**src/rtl/pipe_pkg.sv**
```systemverilog
// Shared pipeline-register definitions: the handshake state encoding and the
// default payload widths used by each stage bundle.
package pipe_pkg;

   typedef enum logic [1:0] {
      PS_EMPTY = 2'd0,
      PS_BUSY  = 2'd1,
      PS_FULL  = 2'd2
   } pipe_state_e;

   localparam int DEFAULT_DATA_W = 32;
   localparam int ISSUE_DATA_W   = 32;
   localparam int EX_DATA_W      = 32;
   localparam int MEM_DATA_W     = 64;

   // Number of entries held in a given state.
   function automatic logic [1:0] state_count(input pipe_state_e s);
      logic [1:0] n;
      case (s)
         PS_EMPTY: n = 2'd0;
         PS_BUSY:  n = 2'd1;
         PS_FULL:  n = 2'd2;
         default:  n = 2'd0;
      endcase
      return n;
   endfunction

endpackage

```
**src/rtl/pipe_skid_reg.sv**
```systemverilog
// Flow-controlled pipeline register with a two-entry skid buffer; ready_o is
// registered so no combinational ready path crosses the stage boundary.
module pipe_skid_reg
   import pipe_pkg::*;
#(
   parameter int DATA_W     = DEFAULT_DATA_W,
   parameter bit CLEAR_DATA = 1'b1
) (
   input  logic              clk,
   input  logic              reset,
   input  logic              flush_i,
   input  logic              valid_i,
   output logic              ready_o,
   input  logic [DATA_W-1:0] data_i,
   output logic              valid_o,
   input  logic              ready_i,
   output logic [DATA_W-1:0] data_o,
   output logic [1:0]        count_o
);

   pipe_state_e       state_r;
   pipe_state_e       state_next_s;
   logic              valid_r;
   logic              ready_r;
   logic [1:0]        count_r;
   logic [DATA_W-1:0] main_r;
   logic [DATA_W-1:0] skid_r;

   logic              in_fire_s;
   logic              out_fire_s;
   logic              load_main_s;
   logic              main_from_skid_s;
   logic              load_skid_s;
   logic              clear_s;

   assign in_fire_s  = valid_i & ready_r;
   assign out_fire_s = valid_r & ready_i;

   // Next-state and register-enable decode; flush overrides every transition.
   always_comb begin
      state_next_s     = state_r;
      load_main_s      = 1'b0;
      main_from_skid_s = 1'b0;
      load_skid_s      = 1'b0;
      clear_s          = 1'b0;
      if (flush_i) begin
         state_next_s = PS_EMPTY;
         clear_s      = CLEAR_DATA;
      end else begin
         case (state_r)
            PS_EMPTY: begin
               if (in_fire_s) begin
                  state_next_s = PS_BUSY;
                  load_main_s  = 1'b1;
               end else begin
                  state_next_s = PS_EMPTY;
               end
            end
            PS_BUSY: begin
               if (in_fire_s && out_fire_s) begin
                  state_next_s = PS_BUSY;
                  load_main_s  = 1'b1;
               end else if (in_fire_s) begin
                  state_next_s = PS_FULL;
                  load_skid_s  = 1'b1;
               end else if (out_fire_s) begin
                  state_next_s = PS_EMPTY;
               end else begin
                  state_next_s = PS_BUSY;
               end
            end
            PS_FULL: begin
               // ready_o is low here, so only the drain path matters
               if (out_fire_s) begin
                  state_next_s     = PS_BUSY;
                  load_main_s      = 1'b1;
                  main_from_skid_s = 1'b1;
               end else begin
                  state_next_s = PS_FULL;
               end
            end
            default: begin
               state_next_s = PS_EMPTY;
            end
         endcase
      end
   end

   // State, registered handshake outputs and payload registers.
   always_ff @(posedge clk or posedge reset) begin
      if (reset) begin
         state_r <= PS_EMPTY;
         valid_r <= 1'b0;
         ready_r <= 1'b0;
         count_r <= 2'd0;
         main_r  <= {DATA_W{1'b0}};
         skid_r  <= {DATA_W{1'b0}};
      end else begin
         state_r <= state_next_s;
         valid_r <= (state_next_s != PS_EMPTY);
         ready_r <= (state_next_s != PS_FULL);
         count_r <= state_count(state_next_s);
         if (clear_s) begin
            main_r <= {DATA_W{1'b0}};
            skid_r <= {DATA_W{1'b0}};
         end else begin
            if (load_main_s) begin
               main_r <= main_from_skid_s ? skid_r : data_i;
            end else begin
               main_r <= main_r;
            end
            if (load_skid_s) begin
               skid_r <= data_i;
            end else begin
               skid_r <= skid_r;
            end
         end
      end
   end

   assign valid_o = valid_r;
   assign ready_o = ready_r;
   assign count_o = count_r;
   assign data_o  = main_r;

endmodule

```
**config.mk**
```make
export PLATFORM = sky130hd
export DESIGN_NAME = pipe_skid_reg
export DESIGN_NICKNAME = d
export VERILOG_FILES = /design/src/rtl/pipe_pkg.sv /design/src/rtl/pipe_skid_reg.sv
export SDC_FILE = /design/constraint.sdc
export NUM_CORES = 1
export LEC_CHECK = 0
export CAP_MARGIN = 20
export CORE_MARGIN = 2
export CORE_UTILIZATION = 55
export CTS_BUF_LIST = sky130_fd_sc_hd__clkbuf_8
export CTS_CLUSTER_SIZE = 20
export DETAILED_ROUTE_END_ITERATION = 10
export PLACE_DENSITY = 0.86
export SYNTH_ARGS = -nofsm -noshare
export SYNTH_HDL_FRONTEND = slang
export SYNTH_SLANG_ARGS = --single-unit
```
**constraint.sdc**
```tcl
create_clock -name clk -period 6.8 [get_ports clk]
set_input_delay 1.36 -clock clk [delete_from_list [all_inputs] [get_ports clk]]
set_output_delay 1.36 -clock clk [all_outputs]
set_load 0.02 [all_outputs]
```
; ---- After elaboration in Yosys (flattened, before gate mapping)
; Index checks and enable logic that the tools add are counted.
[op_classes]
order_cmp = 0
n_addsub = 0
reduce_logical = 5
n_bitwise = 2
div_mod_pow = 0
multipliers = 0
n_mux = 24
eq_ne = 5
n_shift = 0
[ops]
columns = operator, n
row1 = $mux W32, 5
row2 = $mux W1, 12
row3 = $mux W2, 4
row4 = $pmux W2 S3, 1
row5 = $reduce_bool A2 Y1, 3
row6 = $eq A2 B1 Y1 const B, 2
row7 = $eq A2 B2 Y1 const B, 2
row8 = $pmux W2 S2, 1
row9 = $pmux W1 S3, 1
row10 = $and A1 B1 Y1, 2
row11 = $logic_not A2 Y1, 1
row12 = $ne A2 B2 Y1 const B, 1
row13 = $logic_and A1 B1 Y1, 1
[totals]
elab_cells = 42
in_bits = 37
regBits = 70
mem_bits_rw = 0
output_inout_bits = 36
memories = 0
mem_bits_ro = 0
latchBits = 0

; ---- Longest topological paths before layout
; Gate-level depths: netlist of run 1.
[depth]
ltp_word = 8
depth_mapped = 8
depth_no_buf = 6

; ---- Worst setup path after synthesis of run 1
; Ideal clock, no wire load.
[synth_path]
path_kind = input port to flip-flop
start = in ready_i
end = reg main_r[0], in the netlist data_o[0]
setup_slack_ps = 3512
path_buffers = 2
setup_time_ps = 125
t_required_ps = 6675
stages = 8
t_arrival_ps = 3163
cell_sequence = nand2_1 > clkinv_1 > clkbuf_1 > ha_1 > and3b_1 > a2111o_1 > buf_6 > mux2_4
[synth_between]
elab_chain_cells = 7
word_cells_on_any_way = 12
[synth_lines]
columns = item, line_no
row1 = "start, declared", pipe_skid_reg.sv:16  ; input logic ready_i,
row2 = $and A1 B1 Y1 (*), pipe_skid_reg.sv:37  ; assign out_fire_s = valid_r & ready_i;
row3 = $mux W1, pipe_skid_reg.sv:74  ; if (out_fire_s) begin
row4 = $mux W1, pipe_skid_reg.sv:50  ; case (state_r)
row5 = $mux W1, pipe_skid_reg.sv:46  ; if (flush_i) begin
row6 = $mux W32, pipe_skid_reg.sv:108  ; main_r <= main_from_skid_s ? skid_r : data_i;
row7 = $mux W32, pipe_skid_reg.sv:107  ; if (load_main_s) begin
row8 = $mux W32, pipe_skid_reg.sv:103  ; if (clear_s) begin
row9 = "end signal, assigned", pipe_skid_reg.sv:104  ; main_r <= {DATA_W{1'b0}};
row10 = "end signal, assigned", pipe_skid_reg.sv:108
row11 = "end signal, assigned", pipe_skid_reg.sv:110  ; main_r <= main_r;
row12 = "end, declared", pipe_skid_reg.sv:26  ; logic [DATA_W-1:0] main_r;
; Mark *: on every way between the ends. The rest lies on a longest branch, timed or not. The select of a mux whose other input is x is not followed.
; A chain may end at the register's enable or synchronous reset.

; ---- Worst setup path after layout of run 1
[layout_path]
start = in ready_i
end = reg main_r[31], in the netlist data_o[31]
; Same word-level chain as after synthesis.

==> metrics.md, run 1 <==
| Metric | Value |
|---|---|
| Syn Area/Cell | `around 11 µm²` |
| Synth warnings | `0` |
| R2R cell count | `7` |
| FP Rows | `30` |
| FF+latch count, synth | `70` |
| Die width | `slightly below 90 µm` |
| Die Y | `around 87 µm` |
| Max Cap Viol | `0` |
| First-pass DRT Iterations | `4` |
| Seq/Total Area, Yosys | `0.4636` |
| Gr ovfl total | `0` |
| Synth cell types | `31` |
| Fin worst setup slack | `between 1500 and 2000 ps` |
| Tot GR Track Use | `0.2244` |
| Fin crit share | `0.7142` |
| Commonest cells after routing, fill and taps aside | `clkdlybuf4s50_1 (71), dfrtp_1 (70), nand2b_1 (65), a21oi_1 (36), o21ai_0 (33)` |
| Final hold vios | `0` |
| Core area | `~6700 µm²` |
| Wire per inst | `around 16 µm` |
| CTS Hold Bufs | `0` |
| CP arrival | `~5100 ps` |
| First-pass GRT wire length | `approximately 13000 µm` |
| Sink Count | `70` |
| Worst Path Max Fanout | `37` |
| Hold Crit Depth | `1` |
| Dpl cell area | `approximately 4500 µm²` |
| Slew HR | `0.3063` |
| Antenna violations before repair | `0` |
| DRC viols | `0` |
| Placed cells | `a little under 500` |
| Largest net degree at the start of global routing | `between 100 and 150` |
| R2R Path Start | `valid_o` |
| Via count | `between 2000 and 3000` |
| Clk root buf | `clkbuf_8` |
| Setup crit end kind | `flip-flop` |
| Post-layout util | `0.6896` |
| IO Port Bufs | `slightly above 70` |
| CTS resizes | `0` |
| Post-synth ARST share | `1.000` |
| Fmax achieved | `between 200 and 250 MHz` |
| Post-synthesis instance total | `~360` |
| Fill count | `506` |
| CTS Buf Count | `9` |
| Routability Congestion | `between 0.7 and 0.8` |
| Clk buf depth | `2` |
| Critical path type | `in -> reg` |
| Share of cells above drive strength 1 | `0.1250` |
| CTS tree | `done` |
| Most common cell after layout, fill and taps aside | `clkdlybuf4s50_1` |
| Dpl ws | `around 1700 ps` |
| Hold WC Path Type | `reg -> reg` |
| Fin cells | `496` |
| Clock Latency Late Sink | `350 ps` |
| Detail Route Antenna Nets | `0` |
| Final min period | `approximately 4900 ps` |
| Final Setup Violations | `0` |
| CTS H-tree lvls | `3` |
| Nature of the critical path startpoint | `input pin` |
| Post-layout nets | `roughly 450` |
| IO Pins | `73` |
| Main synth FF type | `dfrtp_1` |
| Final wirelength | `roughly 8000 µm` |
| Mapped Nets | `between 300 and 400` |
| Status | `complete, no violations` |
| Final Max Slew Viols | `0` |
| P&R area growth vs syn | `22.62%` |
| Vias in the first global route | `approximately 2800` |
| Via/cell ratio | `between 5 and 6` |
| DP Wirelength | `around 5000 µm` |
| RSZ-0062 raised after global routing | `no` |
| Area of the multi-input gates | `~1900 µm²` |
| Die ar. | `between 7000 and 8000 µm²` |
| Leak | `about 1.9 nW` |
| VDD IR max | `roughly 0.11 mV` |
| 1st-iter DRT viols | `approximately 190` |
| Hold Path Origin | `data_o[30]` |
| Reg area | `between 1500 and 2000 µm²` |
| Final Skew | `between 10 and 15 ps` |
| Post-Syn Area | `~3800 µm²` |
| Setup crit start | `ready_i` |
| Post-CTS setup buffers | `0` |
| Worst Path Required | `7030 ps` |
| Antenna fix cells | `0` |
| Fin area | `4633 µm²` |
| Setup TNS | `0 ps` |
| Post-synth EDFFs | `0` |
| Clock transition at path regs | `~80 ps` |
| Worst slew pin tran | `between 1000 and 1500 ps` |
| Initial Utilization | `0.5624` |
| Cell Pwr Density | `about 210 nW/µm²` |
## cell usage after synthesis (all sizes together), types with 2 or more instances
master / number / area, µm²
and4b: 2 / 20.02
mux2i: 32 / 320.3
clkbuf: 24 / 90.09
a21oi: 36 / 180.2
inv: 3 / 11.26
nand2: 4 / 15.01
mux2: 32 / 473.0
dfrtp: 70 / 1752
nand3: 32 / 160.2
o21ai: 33 / 165.2
or3: 2 / 12.51
nand2b: 65 / 406.6
buf: 9 / 66.31
## cell type report
cell class | instances | area share
Tap cell | 80 | 0.02160
Multi-Input combinational cell | 251 | 0.4010
Clock buffer | 10 | 0.02971
Sequential cell | 70 | 0.3781
Clock inverter | 4 | 0.003781
Inverter | 4 | 0.003241
Timing Repair Buffer | 77 | 0.1626
## stage by stage
stage	hold WS, ps	power, mW
2_1_floorplan	518.4	0.6087
3_3_place_gp	472.5	0.6927
3_5_place_dp	481.8	0.6989
4_1_cts	503.1	0.9797
5_1_grt	517.9	1.019
6_report	504.9	0.9738
## path summary, 6_finish.rpt
path                               to  slack [ps]
min in group asynchronous  data_o[15]        1590
max                        data_o[31]        1940
min                        data_o[30]         500
max in group asynchronous  skid_r[18]        4630
max reg2reg                data_o[31]        3010
min reg2reg                data_o[30]         500
## layer usage
layer  track usage  vias to the layer above  routed length, µm
li1              -                     1352                  -
met1        0.3069                     1372               3585
met2        0.3421                      103               3676
met3       0.05118                       16                420
met4       0.09943                        0                206
met5             0                        -                  0
## registers in the layout (all words and copies together) (netlist names)
register / count
count_o: 2
data_o: 32
ready_o: 1
skid_r: 32
state_r: 2
valid_o: 1
## kinds of logic (layout without fill, tap and decap cells)
kind of cell / after synthesis / in the layout / synth area share
compound gates: 74 / 74 / 0.1030
fa+ha+maj: 1 / 1 / 0.003311
buf+inv: 37 / 95 / 0.04536
flops: 70 / 70 / 0.4636
mux: 64 / 64 / 0.2099
simple gates: 112 / 112 / 0.1748
## power by group
| part | switching [mW] | total (mW) | internal, mW |
|---|---|---|---|
| registers | 0.0207 | 0.468 | 0.447 |
| logic | 0.107 | 0.222 | 0.115 |
| clock network | 0.149 | 0.284 | 0.134 |
## worst max-delay path, cell delays in order
cell             delay, ps
clkdlybuf4s50_1        460
nand2_1                 90
buf_4                  320
clkinv_1               810
ha_1                   530
and3b_1                170
a2111o_2               860
mux2_1                 460
Note: power is estimated with default switching activity, not from simulation.
==> run 2: changes to the inputs <==
--- a/config.mk
+++ b/config.mk
@@ -7,11 +7,11 @@
 export LEC_CHECK = 0
 export CAP_MARGIN = 20
 export CORE_MARGIN = 2
-export CORE_UTILIZATION = 55
+export CORE_UTILIZATION = 49
 export CTS_BUF_LIST = sky130_fd_sc_hd__clkbuf_8
 export CTS_CLUSTER_SIZE = 20
 export DETAILED_ROUTE_END_ITERATION = 10
-export PLACE_DENSITY = 0.86
+export PLACE_DENSITY = 0.81
 export SYNTH_ARGS = -nofsm -noshare
 export SYNTH_HDL_FRONTEND = slang
 export SYNTH_SLANG_ARGS = --single-unit
==> constraint.sdc (replaced) <==
create_clock -name clk -period 4.2 [get_ports clk]
set_input_delay 0.84 -clock clk [delete_from_list [all_inputs] [get_ports clk]]
set_output_delay 0.84 -clock clk [all_outputs]
set_load 0.02 [all_outputs]
==> metrics.md, run 2 (synthesis gave the netlist of run 1 again) <==
| Metric | Value |
|---|---|
| Status | `complete, no violations` |
| DP Wirelength | `~5000 µm` |
| Wire per inst | `between 15 and 20 µm` |
| Met1 GRT Util | `0.2812` |
| Largest net degree at the start of global routing | `~100` |
| RSZ-0062 raised after global routing | `no` |
| Hold Path Sink | `data_o[23]` |
| Met2 Track Usage GR | `0.3309` |
| Final wirelength | `approximately 8200 µm` |
| CTS Buf Count | `9` |
| Final Skew | `4.866 ps` |
| Via/cell ratio | `around 5.4` |
| First-pass GRT wire length | `between 10000 and 15000 µm` |
| Hold WC Path Type | `reg -> reg` |
| DRC viols | `0` |
| CTS tree | `done` |
| Critical path type | `in -> reg` |
| Share of cells above drive strength 1 | `0.1401` |
| VDD IR max | `approximately 0.15 mV` |
| IO Port Bufs | `between 70 and 80` |
| R2R cell count | `6` |
| Core area | `roughly 7600 µm²` |
| Fmax achieved | `between 300 and 400 MHz` |
| Post-layout util | `0.6245` |
| Most common cell after layout, fill and taps aside | `clkdlybuf4s50_1` |
| Final min period | `between 2000 and 3000 ps` |
| CTS resizes | `0` |
| Fin area | `4751 µm²` |
| Setup TNS | `0 ps` |
| Final hold vios | `0` |
| Antenna fix cells | `0` |
| Hold Crit Depth | `1` |
| Cell Pwr Density | `between 300 and 400 nW/µm²` |
| Worst slew pin tran | `997.1 ps` |
| R2R Path Start | `valid_o` |
| Tot GR Track Use | `0.2061` |
| Dpl cell area | `between 4000 and 5000 µm²` |
| Detail Route Antenna Nets | `0` |
| Die width | `91.82 µm` |
| Gr busiest metal | `met2` |
| CTS H-tree lvls | `3` |
| Fin cells | `~520` |
| GRT met3 Usage | `0.03615` |
| Antenna violations before repair | `0` |
| Leak | `1.943 nW` |
| 1st-iter DRT viols | `129` |
| Routability Congestion | `approximately 0.76` |
| Clock transition at path regs | `roughly 80 ps` |
| Worst Path Max Fanout | `32` |
| IO Pins | `73` |
| Clk root buf | `clkbuf_8` |
| Fin crit share | `0.7027` |
| Gr ovfl total | `0` |
| Slew HR | `0.3353` |
| CP arrival | `around 3200 ps` |
| Nature of the critical path startpoint | `input pin` |
| Final Max Slew Viols | `0` |
| Via count | `~2800` |
| Clock Latency Late Sink | `approximately 340 ps` |
| First-pass DRT Iterations | `5` |
| Die ar. | `approximately 8400 µm²` |
| Critical R2R Capture | `data_o[31]` |
| Post-layout nets | `between 400 and 500` |
| Hold Path Origin | `data_o[23]` |
| FP Rows | `32` |
| Initial Utilization | `0.4967` |
| Commonest cells after routing, fill and taps aside | `clkdlybuf4s50_1 (71), dfrtp_1 (70), nand2b_1 (65), a21oi_1 (36), o21ai_0 (33)` |
| Fill count | `roughly 630` |
| Max Cap Viol | `0` |
| Placed cells | `a little over 500` |
| CTS Hold Bufs | `0` |
| Sink Count | `70` |
| Reg2reg setup slack | `1770 ps` |
| Die Y | `between 90 and 100 µm` |
| Vias in the first global route | `between 2000 and 3000` |
| Clk buf depth | `2` |
| P&R area growth vs syn | `25.73%` |
| Post-CTS setup buffers | `0` |
| Final Setup Violations | `0` |
| Setup crit end kind | `flip-flop` |
| Worst Path Required | `~4400 ps` |
==> run 2: cell count changes in the layout (fill, tap and decap cells not counted), sizes merged <==
| cell | delta |
|---|---|
| buf | +3 |
| bufinv | +2 |
| clkinvlp | +2 |
| inv | -2 |
==> run 2: critical path: stages <==
cell	delay (ps)
clkdlybuf4s50_1	460
nand2_1	110
clkinv_1	90
ha_1	210
and3b_1	160
a2111o_2	850
mux2_1	450
==> run 2: worst max path at each step <==
stage	start	to
3_5_place_dp	ready_i	data_o[31]
5_1_grt	ready_i	data_o[31]
4_1_cts	ready_i	data_o[31]
2_1_floorplan	ready_i	data_o[0]
6_report	ready_i	data_o[31]
3_3_place_gp	ready_i	data_o[31]
==> run 2: power by group <==
part           internal [mW]  total (mW)  leakage, nW  switching (mW)
sequential             0.723       0.758        0.931          0.0345
combinational          0.188       0.363        0.905           0.174
clock                  0.348       0.608        0.108           0.259
==> run 2: stage by stage <==
step | power, mW | setup slack, ps | hold WS (ps)
floorplan | 0.9855 | 1432 | 518.4
global placement | 1.127 | 952.5 | 497.7
detailed placement | 1.135 | 891.4 | 490.8
CTS | 1.743 | 1266 | 516.9
global route | 1.808 | 1104 | 537.4
finish | 1.728 | 1249 | 512.0
==> run 2: final cells by class <==
class,instances,area [µm²],share of cell area
multi-input cells,251,1858,0.3911
flip-flops and latches,70,1752,0.3687
repair buffers,80,775.7,0.1633
clock buffers,10,137.6,0.02897
well taps,102,127.6,0.02686
clock inverters,6,85.08,0.01791
inverters,4,15.01,0.003160
==> run 2: metal layers <==
layer,part of all wire,wire length (µm)
met5,0,0
met4,0.0093,76
met3,0.044,364
met2,0.49,3972
met1,0.46,3768
